`config.mk`:
```
export PLATFORM = sky130hd
export DESIGN_NAME = vga_vcounter
export DESIGN_NICKNAME = d
export VERILOG_FILES = /design/src/rtl/vga_timing_pkg.sv /design/src/rtl/vga_vcounter.sv
export SDC_FILE = /design/constraint.sdc
export NUM_CORES = 1
export LEC_CHECK = 0
export CAP_MARGIN = 20
export CORE_UTILIZATION = 57
export DETAILED_ROUTE_END_ITERATION = 10
export PLACE_DENSITY = 0.85
export SYNTH_ARGS = -nofsm -noshare
export SYNTH_HDL_FRONTEND = slang
export SYNTH_SLANG_ARGS = --single-unit
```
`constraint.sdc`:
```
create_clock -name clk -period 6.1 [get_ports clk]
set_clock_uncertainty 0.05 [all_clocks]
set_input_delay 0.61 -clock clk [delete_from_list [all_inputs] [get_ports clk]]
set_output_delay 0.61 -clock clk [all_outputs]
set_load 0.01 [all_outputs]
```
`src/rtl/vga_timing_pkg.sv`:
```
// Shared VGA 640x480@60 timing constants and the vertical region encoding.
// Imported by the vertical counter and any downstream pixel logic.
package vga_timing_pkg;

    typedef enum logic [1:0] {
        V_ACT  = 2'd0,
        V_FP   = 2'd1,
        V_SYNC = 2'd2,
        V_BP   = 2'd3
    } v_state_e;

    localparam int H_ACTIVE = 640;
    localparam int H_FP     = 16;
    localparam int H_SYNC   = 96;
    localparam int H_BP     = 48;
    localparam int H_TOTAL  = 800;

    localparam int V_ACTIVE_DEF = 480;
    localparam int V_FP_DEF     = 10;
    localparam int V_SYNC_DEF   = 2;
    localparam int V_BP_DEF     = 33;
    localparam int V_TOTAL_DEF  = 525;

endpackage

```
`src/rtl/vga_vcounter.sv`:
```
// Vertical line counter and region FSM for the VGA driver. All outputs are
// registered from the next line value so they switch on the same edge as count.
module vga_vcounter
    import vga_timing_pkg::*;
#(
    parameter int   N        = 9,
    parameter int   V_ACTIVE = V_ACTIVE_DEF,
    parameter int   V_FP     = V_FP_DEF,
    parameter int   V_SYNC   = V_SYNC_DEF,
    parameter int   V_BP     = V_BP_DEF,
    parameter logic SYNC_POL = 1'b0,
    parameter int   FRAME_W  = 8
) (
    input  logic               clk,
    input  logic               rst,
    input  logic               Venable,
    output logic [N:0]         count,
    output logic               vsync,
    output logic               vde,
    output logic [1:0]         state,
    output logic               frame_start,
    output logic [FRAME_W-1:0] frame_cnt
);

    localparam int V_TOTAL = V_ACTIVE + V_FP + V_SYNC + V_BP;

    localparam logic [N:0] C_FP_START   = (N+1)'(V_ACTIVE);
    localparam logic [N:0] C_SYNC_START = (N+1)'(V_ACTIVE + V_FP);
    localparam logic [N:0] C_BP_START   = (N+1)'(V_ACTIVE + V_FP + V_SYNC);
    localparam logic [N:0] C_LAST       = (N+1)'(V_TOTAL - 1);
    localparam logic [N:0] C_ONE        = {{N{1'b0}}, 1'b1};
    localparam logic [FRAME_W-1:0] C_FRAME_ONE = {{(FRAME_W-1){1'b0}}, 1'b1};

    if ((V_ACTIVE < 1) || (V_FP < 1) || (V_SYNC < 1) || (V_BP < 1)) begin : g_bad_region
        $error("vga_vcounter: every vertical region needs at least one line");
    end
    if (V_TOTAL > (1 << (N + 1))) begin : g_bad_width
        $error("vga_vcounter: V_TOTAL-1 does not fit in count[N:0]");
    end

    logic [N:0]         r_count;
    v_state_e           r_state;
    logic               r_vsync;
    logic               r_vde;
    logic               r_frame_start;
    logic [FRAME_W-1:0] r_frame_cnt;

    logic               w_last;
    logic               w_out_of_range;
    logic [N:0]         w_next_count;
    v_state_e           w_next_state;

    // Next line value and region, evaluated as if Venable were high this cycle
    always_comb begin
        w_last         = (r_count == C_LAST);
        w_out_of_range = (r_count > C_LAST);
        w_next_count   = r_count + C_ONE;
        w_next_state   = r_state;

        if (w_last || w_out_of_range) begin
            w_next_count = '0;
        end else begin
            w_next_count = r_count + C_ONE;
        end

        case (r_state)
            vga_timing_pkg::V_ACT: begin
                if (w_next_count == C_FP_START) w_next_state = vga_timing_pkg::V_FP;
                else                            w_next_state = vga_timing_pkg::V_ACT;
            end
            vga_timing_pkg::V_FP: begin
                if (w_next_count == C_SYNC_START) w_next_state = vga_timing_pkg::V_SYNC;
                else                              w_next_state = vga_timing_pkg::V_FP;
            end
            vga_timing_pkg::V_SYNC: begin
                if (w_next_count == C_BP_START) w_next_state = vga_timing_pkg::V_BP;
                else                            w_next_state = vga_timing_pkg::V_SYNC;
            end
            vga_timing_pkg::V_BP: begin
                if (w_next_count == '0) w_next_state = vga_timing_pkg::V_ACT;
                else                    w_next_state = vga_timing_pkg::V_BP;
            end
            default: w_next_state = vga_timing_pkg::V_ACT;
        endcase

        // A corrupted count restarts the frame cleanly
        if (w_out_of_range) begin
            w_next_state = vga_timing_pkg::V_ACT;
        end else begin
            w_next_state = w_next_state;
        end
    end

    // Line counter, region FSM and registered timing outputs
    always_ff @(posedge clk) begin
        if (rst) begin
            r_count       <= '0;
            r_state       <= vga_timing_pkg::V_ACT;
            r_vde         <= 1'b1;
            r_vsync       <= ~SYNC_POL;
            r_frame_start <= 1'b0;
            r_frame_cnt   <= '0;
        end else if (Venable) begin
            r_count       <= w_next_count;
            r_state       <= w_next_state;
            r_vde         <= (w_next_state == vga_timing_pkg::V_ACT);
            r_vsync       <= (w_next_state == vga_timing_pkg::V_SYNC) ? SYNC_POL : ~SYNC_POL;
            r_frame_start <= w_last;
            if (w_last) begin
                r_frame_cnt <= r_frame_cnt + C_FRAME_ONE;
            end else begin
                r_frame_cnt <= r_frame_cnt;
            end
        end else begin
            r_frame_start <= 1'b0;
        end
    end

    assign count       = r_count;
    assign state       = r_state;
    assign vsync       = r_vsync;
    assign vde         = r_vde;
    assign frame_start = r_frame_start;
    assign frame_cnt   = r_frame_cnt;

endmodule
```
==> results of run 1 <==
-- power breakdown --
| group | switching, uW | internal (uW) | total, uW |
|---|---|---|---|
| clock network | 49.5 | 24.5 | 74.0 |
| logic | 14.5 | 11.0 | 25.6 |
| registers | 3.81 | 153 | 156 |
| total | 67.8 | 188 | 256 |
-- metal layers --
metal | vias to the layer above | part of all wire | wire (um)
li1 | 730 | - | -
met4 | 0 | 0.0085 | 33
met2 | 83 | 0.45 | 1750
met1 | 701 | 0.46 | 1770
met3 | 4 | 0.079 | 305
met5 | - | 0 | 0
-- through the flow --
stage / instances / power (uW)
after floorplan: 191 / 175
after global placement: 232 / 183
after detailed placement: 232 / 184
after CTS: 236 / 256
after global routing: 236 / 264
final: 236 / 256
-- cell usage after synthesis (4+ instances only) --
master	instances	share of area
buf_2	4	0.013
nand4_1	6	0.024
clkbuf_1	5	0.012
and4_1	5	0.028
dfxtp_1	23	0.30
nand3_1	8	0.026
inv_1	6	0.015
o21ai_0	9	0.029
nand2_1	18	0.044
a21oi_1	14	0.046
nor2_1	19	0.046
nor3_1	6	0.020
xor2_1	6	0.034
-- cell families after synthesis --
kind of cell	count (synthesis)
and+or+nand+nor	91
buffers and inverters	20
AOI/OAI and AO/OA	46
adders and majority gates	3
xor gates and xnor gates	8
DFF	23
-- area by class of cell --
class                   count  area (um2)  area share
inverters                   6        22.5      0.0127
multi-input cells         148         971       0.549
flip-flops and latches     23         460       0.260
clock inverters             1        5.00     0.00283
well taps                  30        37.5      0.0212
repair buffers             25         250       0.141
clock buffers               3        22.5      0.0127
-- layout by cell type (no fill, tap or decap), types with 2 or more instances in the layout --
cell / netlist / layout
nand3_1: 8 / 8
nor2_2: 2 / 2
o211ai_1: 2 / 2
a31oi_1: 3 / 3
ha_1: 3 / 3
dfxtp_1: 23 / 23
a21boi_0: 2 / 2
nand2b_1: 2 / 2
xor2_1: 6 / 6
inv_1: 6 / 6
nand4_1: 6 / 6
a21oi_1: 14 / 14
and2_1: 3 / 3
nand2_1: 18 / 18
nor4_1: 2 / 2
and3_1: 2 / 2
or3_1: 2 / 2
clkbuf_4: 0 / 3
nor3_1: 6 / 6
and4b_1: 2 / 2
clkdlybuf4s50_1: 0 / 25
and4_1: 5 / 5
nor3b_1: 2 / 2
nor2_1: 19 / 19
xnor2_1: 2 / 2
o21ai_0: 9 / 9
-- registers in the layout (all words and copies together) (netlist names) --
register and count:
count 10, frame_cnt 8, frame_start 1, state 2, vde 1, vsync 1
-- worst max-delay path, delay by kind of cell, from the launching register on --
kind	cells	cell delay (ns)
flip-flops	1	0.52
AO/OA/AOI/OAI	3	0.56
AND/OR/NAND/NOR	3	0.94
adder cells (fa/ha/maj)	1	0.34
buffers and inverters	1	0.11
-- worst max-delay path by stage --
stage / from / endpoint / slack, ns / depth (start not counted)
floorplan: count[0] / vsync / 3.76 / 9
global placement: Venable / frame_cnt[5] / 3.60 / 7
detailed placement: Venable / frame_cnt[7] / 3.48 / 7
CTS: count[0] / state[0] / 3.52 / 8
global route: count[0] / vsync / 3.35 / 8
finish: count[0] / state[0] / 3.45 / 8
==> results.py, run 1 <==
metrics = {
    "worst_setup_path": {
        "r2r_slack_ns": 3.45,
        "crit_slowest_cell": "dfxtp_1",
        "r2r_cells": 8,
        "critPathMaxFanout": 11,
        "r2r-start": "count[0]",
        "required_ns": 6.23,
        "cp-end-kind": "flop",
        "critical_path_class": "flop to flop",
        "cp_cell_sequence": "inv_1, ha_1, nor3b_1, o2111ai_1, and4b_1, or3_4, o31ai_2, a21oi_1",
        "r2r-end": "state[0]",
        "slowest_delay_ns": 0.52,
        "start_kind": "flop",
        "critPathArrivalTime_ns": 2.78,
    },
    "synthesis": {
        "synth_edf_count": 0,
        "synth_fp_nets": 197,
        "synth_compound_area_frac": 0.220,
        "syn_area_mm2": 0.00154,
        "syn_area_per_cell_um2": 8.05,
        "seq_area_frac_synth": 0.299,
        "synth_warnings": 0,
        "synth_cell_types": 56,
        "synthAdderAreaFrac": 0.0244,
        "syn-instance-count": 191,
        "synth_ff_type": "dfxtp_1",
        "yosys-mux-area-fraction": 0,
        "async_flop_share": 0,
        "synth_top_family_by_area": "simple AND/OR/NAND/NOR gates",
        "synth_xor_xnor_area_share": 0.0456,
        "synthSimpleGateAreaFrac": 0.342,
        "ys_ff_latch": 23,
    },
    "global_routing": {
        "grt_usage": 0.284,
        "grt_pass1_wl_mm": 6.04,
        "grt_most_used_layer": "met2",
        "use_met2": 0.424,
        "grt_max_degree": 23,
        "overflow": 0,
        "antenna_found_initial": 0,
        "met3_usage": 0.0395,
        "grt_use_met1": 0.419,
        "grt_pass1_vias": 1287,
    },
    "timing": {
        "post-route-period-util": 0.434,
        "slew_headroom": 0.440,
        "fin_crit_ns": 2.65,
        "worst-slew-pin-transition_ns": 0.838,
        "max_freq_mhz": 378,
        "final_hold_viol_count": 0,
        "hold_ws_ns": 0.451,
        "fin_tns_setup_ns": 0,
        "fin_ws_ns": 3.45,
        "slew_viol_final": 0,
        "grt_setup_unrepaired": "no",
        "setup_violations": 0,
    },
    "route": {
        "routedWlPerCell_um": 16.4,
        "drt_iter0_drc": 76,
        "num_vias": 1518,
        "drc": 0,
        "viasPerCell": 6.43,
        "drt-total-wl_mm": 3.86,
        "ant_nets": 0,
        "firstDrtPassIters": 4,
    },
    "clock_tree": {
        "numCtsBuffers": 3,
        "cts_resized": 0,
        "htreeDepth": 1,
        "cts_tree": "built",
        "cts_setup_buffers": 0,
        "clkSinkCount": 23,
        "cts.clk_slew.worst_paths_ns": 0.14,
        "ctsHoldBuffers": 0,
        "ctsLongestPathBuffers": 2,
        "cts-root-buf": "clkbuf_4",
        "clk_latency_ns": 0.31,
    },
    "hold_path": {
        "hp-class": "flop to flop",
        "hold_start": "frame_cnt[1]",
        "hold_path_depth": 2,
        "min_to": "frame_cnt[1]",
    },
    "cells_and_area": {
        "areaGrowthSynthToFinish_pct": 15.1,
        "fin_nets": 213,
        "drive_above_1_share": 0.0777,
        "postLayoutCoreUtil": 0.701,
        "n_antenna_cell": 0,
        "final_cell_area_mm2": 0.00177,
        "num-fill-cells": 206,
    },
    "status": {
        "outcome": "complete, no violations",
    },
    "die": {
        "initial_utilization": 0.610,
        "die_h_um": 53.9,
        "fp.dieW_um": 53.9,
        "core_mm2": 0.00252,
        "rows": 18,
        "ios": 26,
        "die-area_mm2": 0.00291,
    },
    "placement": {
        "portBuffers": 25,
        "hpwl_mm": 2.68,
        "post-place-ws_ns": 3.48,
        "gp_congestion": 0.901,
        "dpl_cell_area_mm2": 0.00174,
    },
    "pwr": {
        "powerDensity_mw_per_mm2": 145,
        "power.leakage_uw": 0.000592,
        "vdd_drop_max_mv": 0.159,
    },
    "flow_run": {
        "maxCapViolCount": 0,
    },
}
(Power assumes the default switching activity.)
==> run 2, diff against run 1 <==
--- a/config.mk
+++ b/config.mk
@@ -6,9 +6,9 @@
 export NUM_CORES = 1
 export LEC_CHECK = 0
 export CAP_MARGIN = 20
-export CORE_UTILIZATION = 57
+export CORE_UTILIZATION = 53
 export DETAILED_ROUTE_END_ITERATION = 10
-export PLACE_DENSITY = 0.85
+export PLACE_DENSITY = 0.8
 export SYNTH_ARGS = -nofsm -noshare
 export SYNTH_HDL_FRONTEND = slang
 export SYNTH_SLANG_ARGS = --single-unit
==> constraint.sdc (replaced) <==
create_clock -name clk -period 2.5 [get_ports clk]
set_clock_uncertainty 0.05 [all_clocks]
set_input_delay 0.25 -clock clk [delete_from_list [all_inputs] [get_ports clk]]
set_output_delay 0.25 -clock clk [all_outputs]
set_load 0.01 [all_outputs]
==> results.py, run 2 (synthesized netlist as in run 1, its figures left out) <==
metrics = {
    "worst_setup_path": {
        "r2r-end": "state[0]",
        "cp_cell_sequence": "nand2_1, a31o_2, and4b_1, or3_4, o31ai_2, a21oi_1",
        "critPathMaxFanout": 15,
        "cp-end-kind": "flop",
        "slowest_delay_ns": 0.69,
        "crit_slowest_cell": "dfxtp_1",
        "r2r_cells": 6,
        "critPathArrivalTime_ns": 2.48,
        "r2r-start": "count[2]",
        "critical_path_class": "flop to flop",
        "start_kind": "flop",
        "required_ns": 2.66,
        "r2r_slack_ns": 0.18,
    },
    "cells_and_area": {
        "final_common_cell": "clkdlybuf4s50_1",
        "ff_latch_area_um2": 463,
        "final_cell_mix": "clkdlybuf4s50_1, dfxtp_1, nor2_1, nand2_1, a21oi_1",
        "drive_above_1_share": 0.127,
        "fin_nets": 220,
        "multi_input_area_um2": 978,
        "n_antenna_cell": 0,
        "largest_register_ffs": 10,
        "num-fill-cells": 227,
        "areaGrowthSynthToFinish_pct": 19.2,
        "layout.cells.non_filler": 244,
        "final_cell_area_mm2": 0.00183,
    },
    "placement": {
        "dpl_cell_area_mm2": 0.00180,
        "post-place-ws_ns": 0.0514,
        "dp.cells": 240,
        "portBuffers": 25,
        "gp_congestion": 0.936,
        "hpwl_mm": 2.84,
    },
    "global_routing": {
        "overflow": 0,
        "antenna_found_initial": 0,
        "grt_pass1_vias": 1409,
        "grt_usage": 0.265,
        "grt_max_degree": 22,
        "grt_pass1_wl_mm": 6.52,
    },
    "timing": {
        "post-route-period-util": 0.927,
        "worst-slew-pin-transition_ns": 0.533,
        "fin_tns_setup_ns": 0,
        "fin_crit_ns": 2.32,
        "slew_viol_final": 0,
        "fin_ws_ns": 0.183,
        "grt_setup_unrepaired": "no",
        "final_hold_viol_count": 0,
        "slew_headroom": 0.644,
        "setup_violations": 0,
        "max_freq_mhz": 432,
    },
    "clock_tree": {
        "cts_tree": "built",
        "clkSinkCount": 23,
        "ctsLongestPathBuffers": 2,
        "htreeDepth": 1,
        "clk_latency_ns": 0.34,
        "cts_setup_buffers": 0,
        "cts_resized": 0,
        "cts.clk_slew.worst_paths_ns": 0.16,
        "ctsHoldBuffers": 0,
        "cts-root-buf": "clkbuf_4",
        "numCtsBuffers": 3,
    },
    "route": {
        "viasPerCell": 6.39,
        "firstDrtPassIters": 4,
        "drt-total-wl_mm": 3.93,
        "routedWlPerCell_um": 16.1,
        "num_vias": 1560,
        "ant_nets": 0,
        "drc": 0,
        "drt_iter0_drc": 78,
    },
    "hold_path": {
        "min_to": "frame_cnt[1]",
        "hp-class": "flop to flop",
        "hold_start": "frame_cnt[1]",
        "hold_path_depth": 2,
    },
    "status": {
        "outcome": "complete, no violations",
    },
    "pwr": {
        "vdd_drop_max_mv": 0.402,
        "powerDensity_mw_per_mm2": 350,
        "power.leakage_uw": 0.000629,
    },
    "die": {
        "die_h_um": 55.9,
        "fp.dieW_um": 55.9,
        "die-area_mm2": 0.00312,
        "ios": 26,
        "core_mm2": 0.00276,
        "rows": 19,
        "initial_utilization": 0.558,
    },
    "flow_run": {
        "maxCapViolCount": 0,
    },
}
## run 2: cell types whose count changed in the layout (fill, tap and decap cells not counted), sizes merged
| cell | change |
|---|---|
| buf | +7 |
## run 2: worst max-delay path, delay by kind of cell, from the launching register on
kind	cells	cell delay, ns
AND/OR/NAND/NOR	3	0.74
AO/OA/AOI/OAI	3	0.71
flip-flops	1	0.69
## run 2: where the power goes
part | switching (uW) | internal [uW] | leakage (uW) | total (uW)
registers | 8.86 | 373 | 0.000187 | 382
clock network | 131 | 60.1 | 0.0000177 | 191
logic | 37.6 | 32.1 | 0.000424 | 69.6
## run 2: stage by stage
step | utilization | total power, uW | hold WS, ns
final | 0.665 | 642 | 0.457
after global routing | 0.665 | 668 | 0.485
after detailed placement | 0.651 | 456 | 0.442
after CTS | 0.661 | 637 | 0.460
after floorplan | - | 426 | 0.402
after global placement | 0.651 | 453 | 0.422
## run 2: final cells by class
class	count	area share
flip-flops and latches	23	0.253
clock inverters	1	0.00273
clock buffers	3	0.0123
inverters	6	0.0123
multi-input cells	148	0.534
well taps	31	0.0212
repair buffers	32	0.165
## run 2: worst max path at each step
stage,startpoint,endpoint,slack (ns)
detailed placement,count[0],vsync,0.05
global placement,count[0],vsync,0.20
CTS,count[1],state[0],0.02
global route,count[0],state[0],0.02
finish,count[2],state[0],0.18
floorplan,count[0],vsync,0.16
## run 2: metal layers
layer  vias to the layer above  global-route usage  part of all wire
li1                        748                   -                 -
met1                       742               0.367              0.46
met2                        62               0.413              0.46
met3                         8              0.0279             0.059
met4                         0               0.129             0.017
met5                         -                   0                 0
